File: src/rtl/pgm_pkg.sv
// Shared constants and helpers for the PGM 68k<->Z80 sound mailbox.
package pgm_pkg;

   localparam int DEF_NUM_CH = 3;
   localparam int DEF_DEPTH  = 4;
   localparam int DEF_DATA_W = 8;

   // A single channel still needs a one-bit select so the port never collapses to zero width.
   function automatic int ch_w(input int n);
      return (n > 1) ? $clog2(n) : 1;
   endfunction

endpackage

File: src/rtl/pgm_mbox_fifo.sv
// Single-channel command FIFO: DEPTH x DATA_W with push/pop, occupancy count and flags.
module pgm_mbox_fifo
   import pgm_pkg::*;
#(
   parameter  int DEPTH  = DEF_DEPTH,
   parameter  int DATA_W = DEF_DATA_W,
   localparam int PW     = $clog2(DEPTH)
) (
   input  logic              clk_i,
   input  logic              reset_i,
   input  logic              push_i,
   input  logic              pop_i,
   input  logic [DATA_W-1:0] wdata_i,
   output logic [DATA_W-1:0] head_o,
   output logic [PW:0]       count_o,
   output logic              full_o,
   output logic              empty_o
);

   logic [DATA_W-1:0] mem_q [DEPTH];
   logic [PW-1:0]     wr_ptr_q, wr_ptr_d;
   logic [PW-1:0]     rd_ptr_q, rd_ptr_d;
   logic [PW:0]       count_q, count_d;
   logic              do_push, do_pop;

   assign empty_o = (count_q == '0);
   assign full_o  = (count_q == (PW+1)'(DEPTH));
   assign do_pop  = pop_i & ~empty_o;
   // A full FIFO still accepts a push when the same cycle frees a slot.
   assign do_push = push_i & (~full_o | do_pop);

   // NOTE: every variable written here gets a default first, so no latch is inferred.
   always_comb begin
      wr_ptr_d = wr_ptr_q;
      rd_ptr_d = rd_ptr_q;
      count_d  = count_q;
      if (do_push) wr_ptr_d = wr_ptr_q + 1'b1;
      if (do_pop)  rd_ptr_d = rd_ptr_q + 1'b1;
      case ({do_push, do_pop})
         2'b10:   count_d = count_q + 1'b1;
         2'b01:   count_d = count_q - 1'b1;
         default: count_d = count_q;
      endcase
   end

   // NOTE: sequential state uses non-blocking assignments so every flop samples pre-edge values.
   always_ff @(posedge clk_i) begin
      if (reset_i) begin
         wr_ptr_q <= '0;
         rd_ptr_q <= '0;
         count_q  <= '0;
      end else begin
         wr_ptr_q <= wr_ptr_d;
         rd_ptr_q <= rd_ptr_d;
         count_q  <= count_d;
      end
   end

   // NOTE: storage has no reset; the pointers and count alone define which entries are valid.
   always_ff @(posedge clk_i) begin
      if (do_push) mem_q[wr_ptr_q] <= wdata_i;
   end

   assign head_o  = mem_q[rd_ptr_q];
   assign count_o = count_q;

endmodule

File: src/rtl/pgm_sound_mailbox.sv
// 68k->Z80 command mailbox: NUM_CH command FIFOs, per-channel Z80 reply latches,
// overflow flags and a registered active-low Z80 interrupt request.
module pgm_sound_mailbox
   import pgm_pkg::*;
#(
   parameter  int NUM_CH = DEF_NUM_CH,
   parameter  int DEPTH  = DEF_DEPTH,
   parameter  int DATA_W = DEF_DATA_W,
   localparam int CHW    = ch_w(NUM_CH)
) (
   input  logic              fixed_20m_clk,
   input  logic              reset,
   input  logic              main_wr,
   input  logic [CHW-1:0]    main_ch,
   input  logic [DATA_W-1:0] main_wdata,
   input  logic              main_rd,
   output logic [DATA_W-1:0] main_rdata,
   input  logic              snd_rd,
   input  logic [CHW-1:0]    snd_ch,
   output logic [DATA_W-1:0] snd_rdata,
   input  logic              snd_wr,
   input  logic [DATA_W-1:0] snd_wdata,
   input  logic [NUM_CH-1:0] irq_en,
   input  logic              ovf_clr,
   output logic [NUM_CH-1:0] ch_pending,
   output logic [NUM_CH-1:0] ch_full,
   output logic [NUM_CH-1:0] ch_ovf,
   output logic [NUM_CH-1:0] reply_valid,
   output logic              snd_int_n
);

   localparam int PW = $clog2(DEPTH);

   logic [DATA_W-1:0] head    [NUM_CH];
   logic [PW:0]       count   [NUM_CH];
   logic [DATA_W-1:0] reply_q [NUM_CH];
   logic [DATA_W-1:0] reply_d [NUM_CH];

   logic [NUM_CH-1:0] main_sel, snd_sel, push, pop, pop_ok, ovf_ev, empty, full;
   logic [NUM_CH-1:0] ch_ovf_q, ch_ovf_d;
   logic [NUM_CH-1:0] reply_valid_q, reply_valid_d;
   logic [DATA_W-1:0] main_rdata_q, main_rdata_d;
   logic [DATA_W-1:0] snd_rdata_q, snd_rdata_d;
   logic              snd_int_n_q;

   // Out-of-range selects match no channel, so their strobes are dropped entirely.
   for (genvar c = 0; c < NUM_CH; c++) begin : g_ch
      localparam logic [CHW-1:0] IDX = CHW'(c);

      assign main_sel[c] = (main_ch == IDX);
      assign snd_sel[c]  = (snd_ch == IDX);
      assign push[c]     = main_wr & main_sel[c];
      assign pop[c]      = snd_rd & snd_sel[c];

      pgm_mbox_fifo #(
         .DEPTH  (DEPTH),
         .DATA_W (DATA_W)
      ) u_fifo (
         .clk_i   (fixed_20m_clk),
         .reset_i (reset),
         .push_i  (push[c]),
         .pop_i   (pop[c]),
         .wdata_i (main_wdata),
         .head_o  (head[c]),
         .count_o (count[c]),
         .full_o  (full[c]),
         .empty_o (empty[c])
      );

      assign pop_ok[c] = pop[c] & (count[c] != '0);
      assign ovf_ev[c] = push[c] & full[c] & ~pop[c];
   end

   assign ch_pending = ~empty;
   assign ch_full    = full;

   always_comb begin
      snd_rdata_d   = snd_rdata_q;
      main_rdata_d  = main_rdata_q;
      reply_d       = reply_q;
      reply_valid_d = reply_valid_q;
      ch_ovf_d      = (ch_ovf_q & ~{NUM_CH{ovf_clr}}) | ovf_ev;
      for (int c = 0; c < NUM_CH; c++) begin
         if (pop_ok[c]) snd_rdata_d = head[c];
         if (main_rd && main_sel[c]) begin
            main_rdata_d     = reply_q[c];
            reply_valid_d[c] = 1'b0;
         end
         // A Z80 write in the same cycle as a 68k read keeps the reply marked unread.
         if (snd_wr && snd_sel[c]) begin
            reply_d[c]       = snd_wdata;
            reply_valid_d[c] = 1'b1;
         end
      end
   end

   always_ff @(posedge fixed_20m_clk) begin
      if (reset) begin
         snd_rdata_q   <= '0;
         main_rdata_q  <= '0;
         reply_q       <= '{default: '0};
         reply_valid_q <= '0;
         ch_ovf_q      <= '0;
         snd_int_n_q   <= 1'b1;
      end else begin
         snd_rdata_q   <= snd_rdata_d;
         main_rdata_q  <= main_rdata_d;
         reply_q       <= reply_d;
         reply_valid_q <= reply_valid_d;
         ch_ovf_q      <= ch_ovf_d;
         snd_int_n_q   <= ~|(ch_pending & irq_en);
      end
   end

   assign snd_rdata   = snd_rdata_q;
   assign main_rdata  = main_rdata_q;
   assign reply_valid = reply_valid_q;
   assign ch_ovf      = ch_ovf_q;
   assign snd_int_n   = snd_int_n_q;

endmodule

File: config.mk
export PLATFORM = sky130hd
export DESIGN_NAME = pgm_sound_mailbox
export DESIGN_NICKNAME = d
export VERILOG_FILES = /design/src/rtl/pgm_pkg.sv /design/src/rtl/pgm_mbox_fifo.sv /design/src/rtl/pgm_sound_mailbox.sv
export SDC_FILE = /design/constraint.sdc
export NUM_CORES = 1
export LEC_CHECK = 0
export CORE_MARGIN = 5
export CORE_UTILIZATION = 36
export DETAILED_ROUTE_END_ITERATION = 6
export PLACE_DENSITY = 0.57
export SLEW_MARGIN = 20
export SYNTH_ARGS = -nofsm -noshare
export SYNTH_HDL_FRONTEND = slang
export SYNTH_HIERARCHICAL = 1
export SYNTH_SLANG_ARGS = --single-unit
File: constraint.sdc
create_clock -name fixed_20m_clk -period 4.8 [get_ports fixed_20m_clk]
set_clock_uncertainty 0.1 [all_clocks]
set_input_delay 0.96 -clock fixed_20m_clk [delete_from_list [all_inputs] [get_ports fixed_20m_clk]]
set_output_delay 0.96 -clock fixed_20m_clk [all_outputs]
set_load 0.005 [all_outputs]
==> impl_metrics.json <==
{
  "layout_commonest_cell": "sky130_fd_sc_hd__edfxtp_1",
  "clkTransAtPathRegs_ps": 70,
  "seqPwrFrac_pct": 49.4,
  "grt_max_degree": 44,
  "final_routed_wire_length_divided_by_cell_count_um": 18.1,
  "finalWorstPathRequiredPeriod_ps": 3700,
  "max_freq_mhz": 271,
  "r2r_end": "g_ch[0].u_fifo/count_o[2]",
  "power_frac_clock_pct": 45.0,
  "sequential_cell_area_fraction_in_the_yosys_report_pct": 60.9,
  "grt_first_pass_wirelength_um": 24300,
  "cp_max_fo": 12,
  "vias_per_cell": 5.01,
  "antenna_found_initial": 0,
  "cts_buffers": 17,
  "final.period_utilization_pct": 77.0,
  "areaGrowthSynthToFinish_pct": 20.1,
  "place_congestion": 0.758,
  "number_of_buffers_added_on_ports": 58,
  "max_slew.worst_pin.slew_ps": 865,
  "wl_um": 15500,
  "clk_path_buf_depth": 2,
  "synth_edf_count": 96,
  "rrSetupSlack_ps": 2280,
  "ys_dominant_reg_cell": "sky130_fd_sc_hd__edfxtp_1",
  "design.portCount": 59,
  "max-slew-margin-rel_pct": 42.3,
  "cts_resized": 0,
  "first_iter_violations": 254,
  "cp.arrival_ps": 3900,
  "die-width_um": 151,
  "hold_start": "reply_valid[2]",
  "required_ps": 5000,
  "cts.htree.levels": 4,
  "die_y_extent_um": 151,
  "drt_pre_antenna_iters": 4,
  "synthesis.instances": 527,
  "worstHoldPathType": "reg2reg",
  "status": "completed",
  "clock_insertion_delay_worst_skew_ps": 420,
  "syn_warnings": 6,
  "worst_setup_path_startpoint": "snd_ch[0]",
  "layout.cells.most_common_list": "96 x sky130_fd_sc_hd__edfxtp_1, 74 x sky130_fd_sc_hd__dfxtp_1, 57 x sky130_fd_sc_hd__clkdlybuf4s50_1, 56 x sky130_fd_sc_hd__nor2_1, 27 x sky130_fd_sc_hd__mux2i_1",
  "power.density_cell_area_mw_per_mm2": 372,
  "net-switching-power_mw": 0.701,
  "grt_setup_unrepaired": "false",
  "antennaDiodeCount": 0,
  "postSynthAreaPerCell_um2": 13.6,
  "drv_cap": 0,
  "cts_hold_repair.buffers": 0,
  "die_footprint_mm2": 0.0228,
  "cts_root_buffer": "sky130_fd_sc_hd__clkbuf_16",
  "setup_total_negative_slack_ps": 0,
  "report.final.setup_viol": 0,
  "comb_power_share_pct": 5.6,
  "num-nets-final": 625,
  "cts.sinks": 170,
  "crit_type": "in2reg",
  "hold_viol": 0,
  "drt.antenna.violating_nets": 0,
  "grt_usage_pct": 14.0,
  "synth_async_sr_flop_share_pct": 0,
  "synth.cell_area_mm2": 0.00716,
  "ys_seq_elements": 170,
  "final_max_slew_viol_count": 0,
  "clock_tree_from_tritoncts": "built",
  "post_route_cells_drive_above_1_share_pct": 16.0,
  "ir_worst_vdd_uv": 244,
  "synth_nets": 573,
  "netSwitchingFraction_pct": 21.9,
  "cp-start-kind": "primary input",
  "num-fill-cells": 1785,
  "crit-reg2reg-launch": "g_ch[0].u_fifo/count_o[2]",
  "routed-via-count": 4293,
  "rows": 51,
  "intPower_mw": 2.50,
  "synth.lib_cells_used.distinct": 52,
  "post-route-drc-count": 0,
  "cts.repair_timing.setup_buffer_count": 0,
  "timing.hold.ws_ps": 363,
  "reg2reg_depth": 9,
  "critPathCaptureType": "flop",
  "grt_remaining_overflow": 0,
  "worst_hold_path.num_cells": 2,
  "place_hpwl_um": 10700,
  "worst_hold_path.endpoint": "reply_valid[2]",
  "power.static_leakage_nw": 3.02,
  "initial_core_util_pct": 36.7,
  "floorplan.core_area_mm2": 0.0195,
  "vias_in_the_first_global_route": 4447
}
[cells by family after synthesis]
| kind of cell | share of synthesized area (%) |
|---|---|
| AO/OA/AOI/OAI | 7.07 |
| flip-flops | 60.9 |
| XOR/XNOR | 1.59 |
| adder cells (fa/ha/maj) | 3.11 |
| AND/OR/NAND/NOR | 10.7 |
| multiplexers | 13.1 |
| buffers and inverters | 3.51 |
[worst max path at each step]
stage / to
floorplan: g_ch[2].u_fifo/count_o[2]
global placement: g_ch[2].u_fifo/count_o[2]
detailed placement: g_ch[2].u_fifo/count_o[2]
CTS: g_ch[2].u_fifo/count_o[2]
global route: g_ch[2].u_fifo/count_o[2]
finish: g_ch[2].u_fifo/count_o[2]
[sequential cells by signal, summed over array words and instances, names as in the netlist, named ones only]
signal	cells
g_ch.u_fifo/mem_q	96
reply_q	24
g_ch.u_fifo/count_o	9
main_rdata	8
snd_rdata	8
g_ch.u_fifo/rd_ptr_q	6
g_ch.u_fifo/wr_ptr_q	6
ch_ovf	3
reply_valid	3
snd_int_n	1
[cell usage after synthesis (10+ instances only)]
master | instances | share of area [%]
sky130_fd_sc_hd__a211oi_1 | 10 | 1.0
sky130_fd_sc_hd__a31oi_1 | 10 | 0.87
sky130_fd_sc_hd__buf_2 | 12 | 0.84
sky130_fd_sc_hd__dfxtp_1 | 74 | 21
sky130_fd_sc_hd__edfxtp_1 | 96 | 40
sky130_fd_sc_hd__ha_1 | 13 | 2.3
sky130_fd_sc_hd__inv_1 | 26 | 1.4
sky130_fd_sc_hd__mux2i_1 | 27 | 3.8
sky130_fd_sc_hd__mux4_2 | 24 | 7.5
sky130_fd_sc_hd__nand3_1 | 13 | 0.91
sky130_fd_sc_hd__nor2_1 | 56 | 2.9
sky130_fd_sc_hd__nor3_1 | 14 | 0.98
sky130_fd_sc_hd__o21ai_0 | 10 | 0.70
[routing by layer]
layer	track usage, %	vias up	part of all wire [%]
met4	4.03	0	0.86
met3	3.50	10	3.3
met5	0	-	0
met1	18.2	2174	46
li1	-	2049	-
met2	23.4	60	50
[critical path: stages]
cell and delay [ps]:
sky130_fd_sc_hd__clkdlybuf4s50_1 500, sky130_fd_sc_hd__nand3b_1 540, sky130_fd_sc_hd__inv_1 370, sky130_fd_sc_hd__o31a_1 310
sky130_fd_sc_hd__nand2b_1 100, sky130_fd_sc_hd__fa_1 380, sky130_fd_sc_hd__nand2b_1 170, sky130_fd_sc_hd__o31ai_2 210
sky130_fd_sc_hd__mux2_1 350
[per-stage QoR]
stage	power, mW	setup WS (ps)	instance area [µm²]	instances	utilization (%)
final	3.20	1100	8600	857	44.0
after detailed placement	1.79	657	7960	825	40.8
after global placement	1.79	827	7960	825	40.8
after floorplan	1.71	1710	7160	527	-
after global routing	3.31	1010	8600	857	44.0
after CTS	3.23	1090	8600	857	44.0
[power by group through the flow]
stage / Combinational, mW / Sequential [mW] / Clock (mW)
floorplan: 0.0969 / 1.61 / 0
global placement: 0.175 / 1.61 / 0
detailed placement: 0.181 / 1.61 / 0
CTS: 0.181 / 1.58 / 1.47
global route: 0.196 / 1.58 / 1.53
finish: 0.179 / 1.58 / 1.44
[layout make-up]
class,instances,area (µm²),share of cell area (%)
well taps,265,332,3.86
clock inverters,11,116,1.35
clock buffers,21,526,6.11
flip-flops and latches,170,4360,50.7
repair buffers,63,613,7.13
inverters,27,101,1.18
multi-input cells,300,2550,29.6
Note: power is estimated with default switching activity, not from simulation.
